**config.mk**
```make
export PLATFORM = sky130hd
export DESIGN_NAME = key_press_gen
export DESIGN_NICKNAME = d
export VERILOG_FILES = /design/src/rtl/key_press_gen.sv
export SDC_FILE = /design/constraint.sdc
export NUM_CORES = 1
export LEC_CHECK = 0
export ABC_AREA = 1
export CELL_PAD_IN_SITES_DETAIL_PLACEMENT = 1
export CELL_PAD_IN_SITES_GLOBAL_PLACEMENT = 2
export CORE_ASPECT_RATIO = 1.1
export CORE_MARGIN = 5
export CORE_UTILIZATION = 30
export DETAILED_ROUTE_END_ITERATION = 10
export GPL_TIMING_DRIVEN = 1
export PLACE_DENSITY = 0.69
export RECOVER_POWER = 100
export SLEW_MARGIN = 20
export SYNTH_ARGS = -nofsm -noshare
export SYNTH_HDL_FRONTEND = slang
export SYNTH_SLANG_ARGS = --single-unit
```
**constraint.sdc**
```tcl
create_clock -name clk -period 2 [get_ports clk]
set_input_delay 0.4 -clock clk [delete_from_list [all_inputs] [get_ports clk]]
set_output_delay 0.4 -clock clk [all_outputs]
set_load 0.01 [all_outputs]
```
**src/rtl/key_press_gen.sv**
```systemverilog
// Scripted key-press driver: on request, emits N press/release cycles on key_out,
// optionally with contact-bounce segments around each edge.
module key_press_gen #(
  parameter logic [19:0] HOLD_CYC   = 20'h8_0000,
  parameter logic [19:0] GAP_CYC    = 20'h8_0000,
  parameter logic [7:0]  BOUNCE_CYC = 8'd16,
  parameter logic [2:0]  BOUNCE_NUM = 3'd3,
  parameter logic        KEY_IDLE   = 1'b1
) (
  input  logic       clk,
  input  logic       rst_n,
  input  logic       req_valid,
  output logic       req_ready,
  input  logic [2:0] req_cnt,
  input  logic       bounce_en,
  output logic       key_out,
  output logic       busy,
  output logic       done
);

  typedef enum logic [2:0] {
    S_IDLE,
    S_P_BOUNCE,
    S_HOLD,
    S_R_BOUNCE,
    S_GAP
  } state_t;

  localparam logic [19:0] HOLD_LD  = HOLD_CYC - 20'd1;
  localparam logic [19:0] GAP_LD   = GAP_CYC - 20'd1;
  localparam logic [7:0]  BNC_LD   = BOUNCE_CYC - 8'd1;
  localparam logic [3:0]  SEG_LAST = {BOUNCE_NUM, 1'b0} - 4'd2;

  state_t      state_q, state_d;
  logic [19:0] ph_cnt_q, ph_cnt_d;
  logic [7:0]  b_cnt_q, b_cnt_d;
  logic [3:0]  seg_q, seg_d;
  logic [2:0]  press_q, press_d;
  logic        ben_q, ben_d;
  logic        fin_q, fin_d;
  logic        accept;
  logic        key_act;

  assign accept = req_valid & req_ready;

  always_ff @(posedge clk or negedge rst_n) begin
    if (!rst_n) begin
      state_q  <= S_IDLE;
      ph_cnt_q <= '0;
      b_cnt_q  <= '0;
      seg_q    <= '0;
      press_q  <= '0;
      ben_q    <= 1'b0;
      fin_q    <= 1'b0;
    end else begin
      state_q  <= state_d;
      ph_cnt_q <= ph_cnt_d;
      b_cnt_q  <= b_cnt_d;
      seg_q    <= seg_d;
      press_q  <= press_d;
      ben_q    <= ben_d;
      fin_q    <= fin_d;
    end
  end

  always_comb begin
    state_d  = state_q;
    ph_cnt_d = ph_cnt_q;
    b_cnt_d  = b_cnt_q;
    seg_d    = seg_q;
    press_d  = press_q;
    ben_d    = ben_q;
    fin_d    = 1'b0;
    case (state_q)
      S_IDLE: begin
        if (accept) begin
          press_d = req_cnt;
          ben_d   = bounce_en;
          if (req_cnt == 3'd0) begin
            fin_d = 1'b1;
          end else if (bounce_en) begin
            state_d = S_P_BOUNCE;
            seg_d   = '0;
            b_cnt_d = BNC_LD;
          end else begin
            state_d  = S_HOLD;
            ph_cnt_d = HOLD_LD;
          end
        end
      end
      S_P_BOUNCE: begin
        if (b_cnt_q != 8'd0) begin
          b_cnt_d = b_cnt_q - 8'd1;
        end else if (seg_q == SEG_LAST) begin
          state_d  = S_HOLD;
          ph_cnt_d = HOLD_LD;
        end else begin
          seg_d   = seg_q + 4'd1;
          b_cnt_d = BNC_LD;
        end
      end
      S_HOLD: begin
        if (ph_cnt_q != 20'd0) begin
          ph_cnt_d = ph_cnt_q - 20'd1;
        end else if (ben_q) begin
          state_d = S_R_BOUNCE;
          seg_d   = '0;
          b_cnt_d = BNC_LD;
        end else begin
          state_d  = S_GAP;
          ph_cnt_d = GAP_LD;
        end
      end
      S_R_BOUNCE: begin
        if (b_cnt_q != 8'd0) begin
          b_cnt_d = b_cnt_q - 8'd1;
        end else if (seg_q == SEG_LAST) begin
          state_d  = S_GAP;
          ph_cnt_d = GAP_LD;
        end else begin
          seg_d   = seg_q + 4'd1;
          b_cnt_d = BNC_LD;
        end
      end
      S_GAP: begin
        if (ph_cnt_q != 20'd0) begin
          ph_cnt_d = ph_cnt_q - 20'd1;
        end else begin
          press_d = press_q - 3'd1;
          if (press_q == 3'd1) begin
            state_d = S_IDLE;
            fin_d   = 1'b1;
          end else if (ben_q) begin
            state_d = S_P_BOUNCE;
            seg_d   = '0;
            b_cnt_d = BNC_LD;
          end else begin
            state_d  = S_HOLD;
            ph_cnt_d = HOLD_LD;
          end
        end
      end
      default: state_d = S_IDLE;
    endcase
  end

  // Press bounce starts active (even segments); release bounce starts idle.
  always_comb begin
    key_act = 1'b0;
    case (state_q)
      S_P_BOUNCE: key_act = ~seg_q[0];
      S_HOLD:     key_act = 1'b1;
      S_R_BOUNCE: key_act = seg_q[0];
      default:    key_act = 1'b0;
    endcase
  end

  // Outputs lag the FSM by one cycle so the first key edge lands one cycle after accept.
  always_ff @(posedge clk or negedge rst_n) begin
    if (!rst_n) begin
      key_out   <= KEY_IDLE;
      busy      <= 1'b0;
      done      <= 1'b0;
      req_ready <= 1'b0;
    end else begin
      key_out <= KEY_IDLE ^ key_act;
      busy    <= (state_q != S_IDLE);
      done    <= fin_q;
      if (accept)
        req_ready <= 1'b0;
      else if (state_q == S_IDLE)
        req_ready <= 1'b1;
    end
  end

endmodule

```
==> results of run 1 <==
[routing by layer]
metal / wire length (um) / vias up
li1: - / 1388
met1: 3690 / 1289
met2: 4020 / 10
met3: 109 / 7
met4: 90 / 0
met5: 0 / -
[logic make-up after synthesis]
logic type	after synthesis	synth area share [%]
AND/OR/NAND/NOR	274	43.2
adder cells (fa/ha/maj)	8	3.41
buffers and inverters	53	7.67
XOR/XNOR	7	2.09
flip-flops	44	37.6
AO/OA/AOI/OAI	31	6.10
[where the power goes]
group          total, mW  switching, mW  internal, mW
clock network      0.572          0.325         0.246
registers          0.892        0.00115         0.891
logic             0.0408         0.0270        0.0137
[cells in the final DEF, fill, tap and decap left out, types with 2 or more instances in the layout]
cell               n
o21ai_0           23
buf_4             16
nand2_2            4
xor2_1             5
or2_2              4
nand2_1          151
nand4_1           21
clkdlybuf4s50_1    5
xnor2_1            2
inv_1             44
nand3_2            3
ha_1               8
clkbuf_8           5
inv_2              3
nor2_4             4
nand3_1           21
nor3_1             2
nand3b_1           7
dlygate4sd3_1      4
clkbuf_1           3
nor2_1            46
nor2_2             6
dfrtp_1           43
[timing repair]
| item | CTS | global route |
|---|---|---|
| setup endpoints to repair | 0 | 2 |
| endpoints found under the hold margin | 0 | 0 |
| resized for setup | 0 | 1 |
[registers in the layout, summed over array words and instances, names as in the netlist]
name       flops
req_ready      1
fin_q          1
b_cnt_q        8
done           1
state_q        3
key_out        1
ph_cnt_q      20
ben_q          1
seg_q          4
press_q        3
busy           1
[final cells by class]
type,count,area (um^2)
Clock buffer,7,76.3
Inverter,47,176
Tap cell,117,146
Sequential cell,44,1100
Fill cell,1214,6100
Clock inverter,1,5.00
Multi-Input combinational cell,320,1600
Timing Repair Buffer,28,239
[final timing paths]
kind	start	endpoint	slack (ns)	cells past startpoint
max	key_out	key_out	0.19	1
min	rst_n	press_q[1]	0.29	1
max reg2reg	ph_cnt_q[1]	state_q[1]	0.22	10
min reg2reg	fin_q	done	0.36	0
max in group asynchronous	rst_n	b_cnt_q[6]	0.38	2
min in group clk	fin_q	done	0.36	0
==> results.md, run 1 <==
* Status: finished clean
* Largest net degree at the start of global routing at 27
* Dominant cell by count in the synthesized netlist: nand2_1
* Sequential-to-total area share from yosys stat at 37.6%
* Final Critical Period at 1.81 ns
* Layout Utilization at 35.4%
* Tot Pwr at 1.50 mW
* Clock latency on the worst-skew pair at 0.30 ns
* Clock skew at 0.00734 ns
* Worst setup SP type: register
* Avg WL per Cell at 14.0 um
* Post-CTS setup buffer count at 0
* Core area at 9440 um^2
* DRC violations left at 0
* Static leakage at 1.61 nW
* Layout cells sized above 1 at 12.3%
* CP max stage cell: dlygate4sd3_1
* Die area at 11,900 um^2
* Syn_nets at 432
* Grt total ovfl at 0
* CTS tree: yes
* Total track usage at 14.1%
* MaxCap Viol Count at 0
* Critical path endpoint category: output pin
* First drt pass iteration count at 4
* Main synth FF type: dfrtp_1
* Num CTS Buffers at 5
* Design Area, Final at 3340 um^2
* Port Buffers at 10
* Vias/cell at 4.78
* Post-synth EDFFs at 0
* Max VDD drop at 0.227 mV
* Dpl hpwl at 6030 um
* CTS max path bufs at 2
* Met2 Use GR at 25.5%
* Fin. Hold Viols at 0
* Max stage delay on crit path at 0.59 ns
* Top Family by Delay on Critical Path: buffers and inverters
* Placed insts at 556
* Synth area leaders: dfrtp_1, nand2_1, inv_1
* HP Class: input port to async pin
* Syn Area/Cell at 7.04 um^2
* Worst slew margin at 23.3%
* DR vias at 2,694
* Worst hold slack at 0.294 ns
* Final worst slack at 0.189 ns
* Unrepaired setup endpoints after global routing: no
* Final WL at 7910 um
* WP buf/inv at 1
* Place WS at -0.0337 ns
* CP Data Required Time at 1.60 ns
* Ys Warns at 0
* Initial antenna violation count at 0
* DIE HEIGHT at 114 um
* Grt peak-use layer: met2
* Synth cell count leaders: nand2_1, inv_1, nor2_1, dfrtp_1
* Final period util at 90.6%
* Cell area power density at 450 nW/um^2
* Top-area cell type share of the netlist area at 36.7%
* Cell variety after synth at 33
* Clock Sink Count at 44
* Setup violations, final at 0
* Hold Buf Count CTS at 0
* Initial drt markers at 45
* CTS H-tree depth at 2
* Vias in the first global route at 2,800
* Diode count at 0
* Die X at 104 um
* Root buffer cell: clkbuf_8
* Num rows at 37
* Cell taking the most area after synthesis: dfrtp_1
* Cell count after synthesis at 417
* Worst-margin pin slew at 1.15 ns
* I/O Pins at 11
* Layout Cells excl Fill at 564
* CTS clk-pin slew, worst paths at 0.09 ns
* First-pass GRT wire length at 13,800 um
* Nets at 461
* Final ANT Viol Nets at 0
* Final setup TNS at 0 ns
* CP Data Arrival Time at 1.41 ns
* Post-synth ARST share at 100%
* Area grow syn2layout at 13.9%
* CP Max Fanout at 1
* GR Util met1 at 17.3%
* Mapped Area at 2940 um^2
* Count of state elements after synthesis at 44
* Initial Util at 31.1%
* CP Class: register to output pin
* Final GP Congestion at 0.754
* Slew Viols, Final at 0
* Cells along the critical path: dlygate4sd3_1
* Grt met3 use at 2.26%
* Highest clock rate at 552 MHz
* Post-DP Area at 3290 um^2
No activity file was read; power rests on OpenSTA's default activity.
==> inputs of run 2 (changes only) <==
- CELL_PAD_IN_SITES_DETAIL_PLACEMENT: 1 -> unset
- CELL_PAD_IN_SITES_GLOBAL_PLACEMENT: 2 -> unset
- PLACE_DENSITY: 0.69 -> 0.45
- SLEW_MARGIN: 20 -> unset
==> results.md, run 2 (same netlist as run 1, synthesis figures left out) <==
* Status: finished clean
* Setup violations, final at 0 (unchanged)
* I/O Pins at 11 (unchanged)
* Cell area power density at 457 nW/um^2 (+1.5%)
* WL met1 at 3530 um (-4.4%)
* Highest clock rate at 553 MHz (about the same)
* Total track usage at 12.7% (-1.4 points)
* Dpl hpwl at 5220 um (-14%)
* Total net switching power at 346 uW (-2.1%)
* Nets at 459 (-0.43%)
* Num CTS Buffers at 5 (unchanged)
* First-pass GRT wire length at 12,400 um (-10%)
* CTS max path bufs at 2 (unchanged)
* Diode count at 0 (unchanged)
* DIE HEIGHT at 114 um (unchanged)
* Vias in the first global route at 2,510 (-10%)
* Net Sw Frac at 22.6% (-0.94 points)
* Final GP Congestion at 0.805 (+6.7%)
* First drt pass iteration count at 6 (+2)
* Avg WL per Cell at 12.6 um (-10%)
* Post-CTS setup buffer count at 0 (unchanged)
* Layout cells sized above 1 at 12.4% (+0.055 points)
* Placed insts at 553 (-0.54%)
* Int Power at 1.19 mW (+3.2%)
* Static leakage at 1.60 nW (-0.48%)
* CTS tree: yes
* Max VDD drop at 0.225 mV (-0.88%)
* Top Registers: ph_cnt_q x20, b_cnt_q x8, seg_q x4
* Max reg flops at 20 (unchanged)
* WP buf/inv at 1 (unchanged)
* CP Max Fanout at 1 (unchanged)
* Cells along the critical path: dlygate4sd3_1
* Core area at 9440 um^2 (unchanged)
* Fin. Hold Viols at 0 (unchanged)
* Area grow syn2layout at 14.4%
* Worst setup SP type: register
* CP Data Required Time at 1.60 ns (about the same)
* Port Buffers at 10 (unchanged)
* CP max stage cell: dlygate4sd3_1
* Initial Util at 31.1% (unchanged)
* Final setup TNS at 0 ns (unchanged)
* Most common cell after layout, fill and taps aside: nand2_1
* CP Data Arrival Time at 1.41 ns (about the same)
* Critical path origin: key_out
* Met2 WL at 3300 um (-18%)
* Comb power frac at 2.7% (about the same)
* Layout Cells excl Fill at 562 (-0.35%)
* Die area at 11,900 um^2 (unchanged)
* Root buffer cell: clkbuf_8
* Num rows at 37 (unchanged)
* Worst-margin pin slew at 0.954 ns (-0.197 ns)
* Most frequent cells in the layout: nand2_1, nor2_1, inv_1
* Worst reg2reg startpoint: ph_cnt_q[1]
* Die X at 104 um (unchanged)
* Layout Utilization at 35.5% (+0.15 points)
* Unrepaired setup endpoints after global routing: no
* Vias/cell at 4.59 (-3.9%)
* Initial antenna violation count at 0 (unchanged)
* Max stage delay on crit path at 0.59 ns (about the same)
* Slew Viols, Final at 0 (unchanged)
* DR vias at 2,580 (-4.2%)
* Place WS at 0.0376 ns (+0.0713 ns)
* Critical path endpoint category: output pin
* Top Metal Used: met4
* Top Family by Delay on Critical Path: buffers and inverters
* Tot Pwr at 1.53 mW (+2.0%)
* Initial drt markers at 103 (+130%)
* Flop pwr share at 58.2% (-1.1 points)
* MaxCap Viol Count at 0 (unchanged)
* Min-delay src: fin_q
* Final Critical Period at 1.81 ns (-0.00147 ns)
* CTS clk-pin slew, worst paths at 0.09 ns (about the same)
* Grt total ovfl at 0 (unchanged)
* HP Class: register to register
* Clock latency on the worst-skew pair at 0.30 ns (about the same)
* Clock Power Share at 39.1% (+1.1 points)
* CTS H-tree depth at 2 (unchanged)
* CP Class: register to output pin
* Final worst slack at 0.190 ns (+0.00146 ns)
* Met3 WL at 137 um (+26%)
* Clock Sink Count at 44 (unchanged)
* Largest net degree at the start of global routing at 26 (-3.7%)
* Clock skew at 0.0164 ns (+0.00901 ns)
* Biggest register: ph_cnt_q
* Final ANT Viol Nets at 0 (unchanged)
* Final WL at 7060 um (-11%)
* DRC violations left at 0 (unchanged)
* Worst slew margin at 36.4% (+13 points)
* Final period util at 90.5% (about the same)
==> run 2: worst paths after layout <==
path / slack [ns] / to / depth (start not counted)
max reg2reg: 0.25 / ph_cnt_q[18] / 10
min reg2reg: 0.35 / done / 0
max: 0.19 / key_out / 1
min in group asynchronous: 0.48 / fin_q / 2
max in group asynchronous: 0.37 / ph_cnt_q[8] / 3
min: 0.35 / done / 0
==> run 2: final cells by class <==
type	count	area, um^2
Sequential cell	44	1100
Clock buffer	7	86.3
Clock inverter	1	7.51
Inverter	47	176
Tap cell	117	146
Fill cell	1022	6090
Multi-Input combinational cell	320	1620
Timing Repair Buffer	26	223
==> run 2: power groups by stage <==
stage	clock network (mW)	logic (mW)	registers, mW
after floorplan	0	0.00468	0.911
after global placement	0	0.0484	0.909
after detailed placement	0	0.0490	0.909
after CTS	0.635	0.0502	0.892
after global routing	0.677	0.0490	0.893
final	0.600	0.0420	0.892
==> run 2: timing repair <==
action,CTS,global route
endpoints found under the setup margin,0,8
hold endpoints to repair,4,0
resized for setup,0,2
hold buffers,1,0
==> run 2: through the flow <==
step	area, um^2	hold WS, ns
after floorplan	2940	0.104
after global placement	3270	0.242
after detailed placement	3270	0.239
after CTS	3370	0.360
after global routing	3360	0.378
final	3360	0.355
==> run 2: routing by layer <==
layer	track usage (%)	up-vias
met3	1.75	8
met4	4.66	0
li1	-	1376
met1	17.5	1171
met5	0	-
met2	20.4	25
